File: src/rtl/calc_display_mux_pkg.sv
// Shared status codes, segment patterns and defaults for the calculator display slice.
// Segment patterns are active-low {g,f,e,d,c,b,a}.
package calc_pkg;

   typedef enum logic [1:0] {
      ST_ERR   = 2'b00,
      ST_BUSY  = 2'b01,
      ST_READY = 2'b10,
      ST_PRINT = 2'b11
   } status_t;

   localparam int unsigned DEF_NUM_DIGITS = 8;

   localparam logic [6:0] SEG_BLANK = 7'h7F;
   localparam logic [6:0] SEG_MINUS = 7'h3F;
   localparam logic [6:0] SEG_E     = 7'h06;
   localparam logic [6:0] SEG_R     = 7'h2F;
   localparam logic [6:0] SEG_O     = 7'h23;

   // "Error" spelled across digits 4..0; everything else dark.
   function automatic logic [6:0] err_seg(input int unsigned k);
      case (k)
         4:       return SEG_E;
         3, 2, 0: return SEG_R;
         1:       return SEG_O;
         default: return SEG_BLANK;
      endcase
   endfunction

endpackage

File: src/rtl/calc_display_mux_if.sv
// Digit stream from the calculator core plus the multiplexed display drive.
interface calc_display_mux_if #(
   parameter int unsigned NUM_DIGITS = 8
);
   logic [1:0]            status;
   logic [3:0]            data;
   logic [3:0]            pos;
   logic [NUM_DIGITS-1:0] an;
   logic [7:0]            seg;

   modport master (output status, data, pos, input an, seg);
   modport slave  (input status, data, pos, output an, seg);
endinterface

File: src/rtl/calc_display_mux_seg7_decoder.sv
// Combinational BCD to 7-segment decoder, active-low {g,f,e,d,c,b,a}.
module seg7_decoder
   import calc_pkg::*;
(
   input  logic       blank,
   input  logic [3:0] val,
   output logic [6:0] seg
);

   always_comb begin
      seg = SEG_BLANK;
      if (!blank) begin
         case (val)
            4'd0:    seg = 7'h40;
            4'd1:    seg = 7'h79;
            4'd2:    seg = 7'h24;
            4'd3:    seg = 7'h30;
            4'd4:    seg = 7'h19;
            4'd5:    seg = 7'h12;
            4'd6:    seg = 7'h02;
            4'd7:    seg = 7'h78;
            4'd8:    seg = 7'h00;
            4'd9:    seg = 7'h10;
            default: seg = SEG_MINUS;
         endcase
      end
   end

endmodule

File: src/rtl/calc_display_mux.sv
// Frame buffer fed by the core's digit stream, scanned onto common-anode 7-segment displays
// with error override, busy dot and leading-zero blanking.
module calc_display_mux
   import calc_pkg::*;
#(
   parameter int unsigned REFRESH_DIV = 100000,
   parameter int unsigned NUM_DIGITS  = DEF_NUM_DIGITS,
   parameter int unsigned POS_SKEW    = 1
) (
   input  logic               clock,
   input  logic               reset,
   calc_display_mux_if.slave  bus
);

   localparam int unsigned DIV_W = $clog2(REFRESH_DIV);
   localparam int unsigned IDX_W = (NUM_DIGITS > 1) ? $clog2(NUM_DIGITS) : 1;

   logic [3:0]            slot [NUM_DIGITS];
   logic [NUM_DIGITS-1:0] valid;
   logic [NUM_DIGITS-1:0] lead;
   logic [1:0]            prev_status;
   logic [DIV_W-1:0]      div;
   logic [IDX_W-1:0]      idx;

   logic [3:0]            addr;
   logic [IDX_W-1:0]      wr_idx;
   logic                  frame_start;
   logic                  wr_en;
   logic                  cur_blank;
   logic [6:0]            dec_seg;
   logic [6:0]            digit_seg;
   logic                  dp_on;
   logic [NUM_DIGITS-1:0] an_n;
   logic [7:0]            seg_n;

   assign addr        = bus.pos - 4'(POS_SKEW);
   assign wr_idx      = addr[IDX_W-1:0];
   assign frame_start = (bus.status == ST_PRINT) && (prev_status != ST_PRINT);
   assign wr_en       = (bus.status == ST_PRINT) && (32'(addr) < NUM_DIGITS);

   always_ff @(posedge clock or posedge reset) begin
      if (reset) begin
         prev_status <= ST_ERR;
         valid       <= '0;
         for (int unsigned i = 0; i < NUM_DIGITS; i++) slot[i] <= '0;
      end else begin
         prev_status <= bus.status;
         if (frame_start) begin
            valid <= '0;
            for (int unsigned i = 0; i < NUM_DIGITS; i++) slot[i] <= '0;
         end
         // Placed after the clear so a same-cycle write keeps its slot.
         if (wr_en) begin
            slot[wr_idx]  <= bus.data;
            valid[wr_idx] <= 1'b1;
         end
      end
   end

   always_ff @(posedge clock or posedge reset) begin
      if (reset) begin
         div <= '0;
         idx <= '0;
      end else if (div == DIV_W'(REFRESH_DIV - 1)) begin
         div <= '0;
         idx <= (idx == IDX_W'(NUM_DIGITS - 1)) ? '0 : idx + 1'b1;
      end else begin
         div <= div + 1'b1;
      end
   end

   // lead[k]: some valid nonzero digit sits at index k or above.
   always_comb begin : lead_scan
      logic nz;
      nz   = 1'b0;
      lead = '0;
      for (int unsigned i = 0; i < NUM_DIGITS; i++) begin
         nz = nz | (valid[NUM_DIGITS-1-i] && (slot[NUM_DIGITS-1-i] != 4'd0));
         lead[NUM_DIGITS-1-i] = nz;
      end
   end

   assign cur_blank = (idx != '0) && (!valid[idx] || !lead[idx]);

   seg7_decoder u_dec (
      .blank (cur_blank),
      .val   (slot[idx]),
      .seg   (dec_seg)
   );

   always_comb begin
      digit_seg = (bus.status == ST_ERR) ? err_seg(32'(idx)) : dec_seg;
      dp_on     = (bus.status == ST_BUSY) && (idx == '0);
      an_n      = ~(NUM_DIGITS'(1) << idx);
      seg_n     = {~dp_on, digit_seg};
   end

   always_ff @(posedge clock or posedge reset) begin
      if (reset) begin
         bus.an  <= '1;
         bus.seg <= '1;
      end else begin
         bus.an  <= an_n;
         bus.seg <= seg_n;
      end
   end

endmodule

File: src/flat_wrapper.sv
// flat-port wrapper written by rule: the top's interface ports become plain ports
module calc_display_mux_flat import calc_pkg::*;
#(
   parameter int unsigned REFRESH_DIV = 100000,
   parameter int unsigned NUM_DIGITS  = DEF_NUM_DIGITS,
   parameter int unsigned POS_SKEW    = 1
)
  (clock, reset, bus_status, bus_data, bus_pos, bus_an, bus_seg);
  calc_display_mux_if #(.NUM_DIGITS(NUM_DIGITS)) bus_i ();
  input  logic clock;
  input  logic reset;
  input wire logic [$bits(bus_i.status)-1:0] bus_status;
  input wire logic [$bits(bus_i.data)-1:0] bus_data;
  input wire logic [$bits(bus_i.pos)-1:0] bus_pos;
  output wire logic [$bits(bus_i.an)-1:0] bus_an;
  output wire logic [$bits(bus_i.seg)-1:0] bus_seg;
  assign bus_i.status = bus_status;
  assign bus_i.data = bus_data;
  assign bus_i.pos = bus_pos;
  assign bus_an = bus_i.an;
  assign bus_seg = bus_i.seg;
  calc_display_mux #(.REFRESH_DIV(REFRESH_DIV), .NUM_DIGITS(NUM_DIGITS), .POS_SKEW(POS_SKEW)) u_core (.clock(clock), .reset(reset), .bus(bus_i));
endmodule
File: config.mk
export PLATFORM = sky130hd
export DESIGN_NAME = calc_display_mux_flat
export DESIGN_NICKNAME = d
export VERILOG_FILES = /design/src/rtl/calc_display_mux_pkg.sv /design/src/rtl/calc_display_mux_if.sv /design/src/rtl/calc_display_mux_seg7_decoder.sv /design/src/rtl/calc_display_mux.sv /design/src/flat_wrapper.sv
export SDC_FILE = /design/constraint.sdc
export NUM_CORES = 1
export LEC_CHECK = 0
export CAP_MARGIN = 20
export CORE_ASPECT_RATIO = 1.1
export CORE_MARGIN = 2
export CORE_UTILIZATION = 63
export CTS_CLUSTER_SIZE = 10
export DETAILED_ROUTE_END_ITERATION = 7
export GPL_TIMING_DRIVEN = 0
export PLACE_DENSITY = 0.9
export SLEW_MARGIN = 20
export SYNTH_ARGS = -nofsm -noshare
export SYNTH_HDL_FRONTEND = slang
export SYNTH_SLANG_ARGS = --single-unit
File: constraint.sdc
create_clock -name clock -period 6.5 [get_ports clock]
set_clock_uncertainty 0.1 [all_clocks]
set_input_delay 1.625 -clock clock [delete_from_list [all_inputs] [get_ports clock]]
set_output_delay 1.625 -clock clock [all_outputs]
set_load 0.02 [all_outputs]
==> metrics.md <==
| Metric | Value |
|---|---|
| # DRC | 0 |
| Die X | 79.25 um |
| Clk pin slew, worst setup/hold paths | about 0.080 ns |
| Yosys warns | 0 |
| Max cap viols | 0 |
| Peak supply drop | 0.0001460 V |
| Seq cells post-synth | about 80 |
| Post-detail-place hpwl | between 6000 and 7000 um |
| I/O Buffers | 23 |
| DRT iter0 DRCs | 225 |
| Synthesized area | ~0.004 mm2 |
| CP Capture Type | flop |
| Met2 WL | between 4000 and 5000 um |
| TritonCTS clock tree | done |
| Post-Route WL | between 8000 and 9000 um |
| Share of layout cells above drive strength 1 | 0.1509 |
| Post-synth top area share | 0.3954 |
| Die height | ~87 um |
| Fillers | approximately 400 |
| ANT cells | 0 |
| Post-synthesis cell type count | 53 |
| Setup ws final | roughly 3.0 ns |
| # rows | 30 |
| Cts repair resizes | 0 |
| GR Util All Layers | 0.2784 |
| Number of global-route vias before repair | 2990 |
| Nets | 444 |
| Worst hold-check path type | flop to flop |
| DR WL/cell | ~17 um |
| Setup_tns | 0 ns |
| DR pass1 iterations | 4 |
| Area grow syn2layout | 14.70% |
| Post-route ant nets | 0 |
| RSZ-0062 raised after global routing | no |
| Total core area | 0.006081 mm2 |
| Max-slew violations | 0 |
| Worst-skew pair later-pin latency | ~0.35 ns |
| Global-route wire length before repair | approximately 14000 um |
| Cell Pwr Density | between 200 and 250 mW/mm2 |
| Met3 WL | 405 um |
| Pin count of the biggest net entering global routing | between 40 and 50 |
| Final Hold Vio Count | 0 |
| Initial antenna violation count | 0 |
| Clock buffer depth | 2 |
| Total Die Area | between 0.006 and 0.007 mm2 |
| Met1 wire length | about 3600 um |
| WP data required | around 6.6 ns |
| Syn_nets | 409 |
| Cell taking the most area after synthesis | dfrtp_1 |
| Worst-Margin Slew | approximately 0.64 ns |
| Core Util, Final | 0.7401 |
| Top Metal Used | met4 |
| Final setup vio count | 0 |
| Routability cong. | 0.8930 |
| Worst relative slew slack | 0.5654 |
| Cell count after synthesis | around 380 |
| H-tree depth | 3 |
| Sinks on Clock Net | 78 |
| Pre-CTS setup slack | between 2 and 3 ns |
| CP Max Fanout | 9 |
| Via density | just over 6 |
| Period minus WS final | approximately 3.5 ns |
| CTS root buffer | clkbuf_8 |
| Post-synthesis sequential area ratio | 0.5026 |
| Post-CTS setup buffer count | 0 |
| Critical Path AT | between 3 and 4 ns |
| Detailed-route via count | approximately 3000 |
| Leak | between 0.0015 and 0.002 uW |
| I/O pin count | 28 |
| Initial core utilization | 0.6453 |
| Startpoint Class | input pin |
| Outcome | finished, final reports clean |
| Syn avg cell area | a little over 10 um2 |
| Total gr overflow | 0 |
| CTS Hold Buffers Added | 0 |
| CP Class | input pin to flop |
| CTS Buf Count | 9 |
| F_max | approximately 290 MHz |
| Area contributors post-synth | dfrtp_1 (40%), dfstp_2 (11%), nand2_1 (7.9%) |
| Final worst-path cycle share | 0.5391 |
[worst paths after layout]
| path | start | endpoint | slack, ns | cells past startpoint |
|---|---|---|---|---|
| setup reg to reg | u_core.idx[0] | u_core.bus.seg[2] | 3.94 | 9 |
| setup / recovery | bus_status[0] | u_core.slot[10] | 3.00 | 5 |
| hold reg to reg | u_core.div[0] | u_core.div[0] | 0.39 | 1 |
| max in group asynchronous | reset | u_core.bus.seg[7] | 4.14 | 3 |
| hold / removal | u_core.div[0] | u_core.div[0] | 0.39 | 1 |
| min in group asynchronous | reset | u_core.div[3] | 1.52 | 2 |
[report_power, final]
| group | switching [uW] | total [uW] | internal (uW) | leakage, uW |
|---|---|---|---|---|
| registers | 13.4 | 520 | 507 | 0.00101 |
| logic | 53.7 | 91.7 | 37.9 | 0.000867 |
| clock network | 178 | 405 | 228 | 0.000113 |
| total | 245 | 1020 | 772 | 0.00199 |
[cells in the final DEF, fill, tap and decap left out, drive strengths merged, types with 8 or more instances in the layout]
cell	Yosys	routed
nand3	14	14
dfstp	16	16
clkdlybuf4s50	0	23
ha	13	13
buf	7	8
clkbuf	12	23
dfrtp	62	62
xnor2	9	9
mux2i	8	8
inv	14	14
nand2	83	83
a21o	9	9
nor3	9	9
o21ai	39	39
nor2	21	21
xor2	8	8
mux4	8	8
[cell type report]
cell class,instances,area [um2],area share
Sequential cell,78,1972,0.4381
Buffer,19,105.1,0.02335
Multi-Input combinational cell,273,1794,0.3987
Tap cell,80,100.1,0.02224
Timing Repair Buffer,24,250.2,0.05560
Clock buffer,11,141.4,0.03142
Clock inverter,5,82.58,0.01835
Inverter,14,55.05,0.01223
[flip-flops by register name, indices dropped and copies added (netlist names)]
name and count:
u_core.bus.an 8, u_core.bus.seg 8, u_core.div 17, u_core.idx 3, u_core.prev_status 2, u_core.slot 32
u_core.valid 8
[Yosys cell counts, drive strengths merged]
library cell	count
o311ai	1
xnor2	9
mux2i	8
and4	1
mux2	3
o41ai	4
a32oi	1
nand2	83
a21o	9
xor2	8
o41a	1
and2	1
o211ai	4
dfstp	16
o21a	1
ha	13
o31ai	1
nand3	14
o21ai	39
nor3b	1
nand4	5
or3b	1
and4b	1
and3	5
nand2b	1
clkbuf	12
buf	7
nor4	5
dfrtp	62
or4b	1
mux4	8
or3	1
nor2b	1
a31oi	4
inv	14
nor3	9
or4	1
a21oi	2
nor2	21
nand4b	1
a221oi	1
nor4b	1
o221ai	1
or2	1
[stage by stage]
| step | total power [uW] | instance area, um2 | hold WS (ns) | std cells |
|---|---|---|---|---|
| finish | 1017 | 4501 | 0.3881 | 504 |
| global route | 1054 | 4501 | 0.4029 | 504 |
| detailed placement | 619.6 | 4277 | 0.3796 | 488 |
| CTS | 1017 | 4501 | 0.3935 | 504 |
| global placement | 612.6 | 4254 | 0.3708 | 487 |
| floorplan | 584.8 | 3924 | 0.3515 | 384 |
[worst max-delay path, cell delays in order]
cell             delay, ns
clkdlybuf4s50_1       0.58
nand2_1               0.11
or4b_1                0.63
nor3_2                0.46
o21ai_0               0.20
[logic make-up (layout without fill, tap and decap cells)]
group | after synthesis | in the layout | share of synthesized area
compound gates | 69 | 69 | 0.1097
xor+xnor | 17 | 17 | 0.03795
fa+ha+maj | 13 | 13 | 0.04146
buf+inv | 33 | 73 | 0.04018
flops | 78 | 78 | 0.5026
mux | 19 | 19 | 0.08004
simple gates | 155 | 155 | 0.1881
[layer usage]
metal  GRT usage  vias up
li1            -     1411
met1      0.3716     1505
met2      0.4438       98
met3     0.04375       26
met4      0.1458        0
met5           0        -
(Power assumes the default switching activity.)
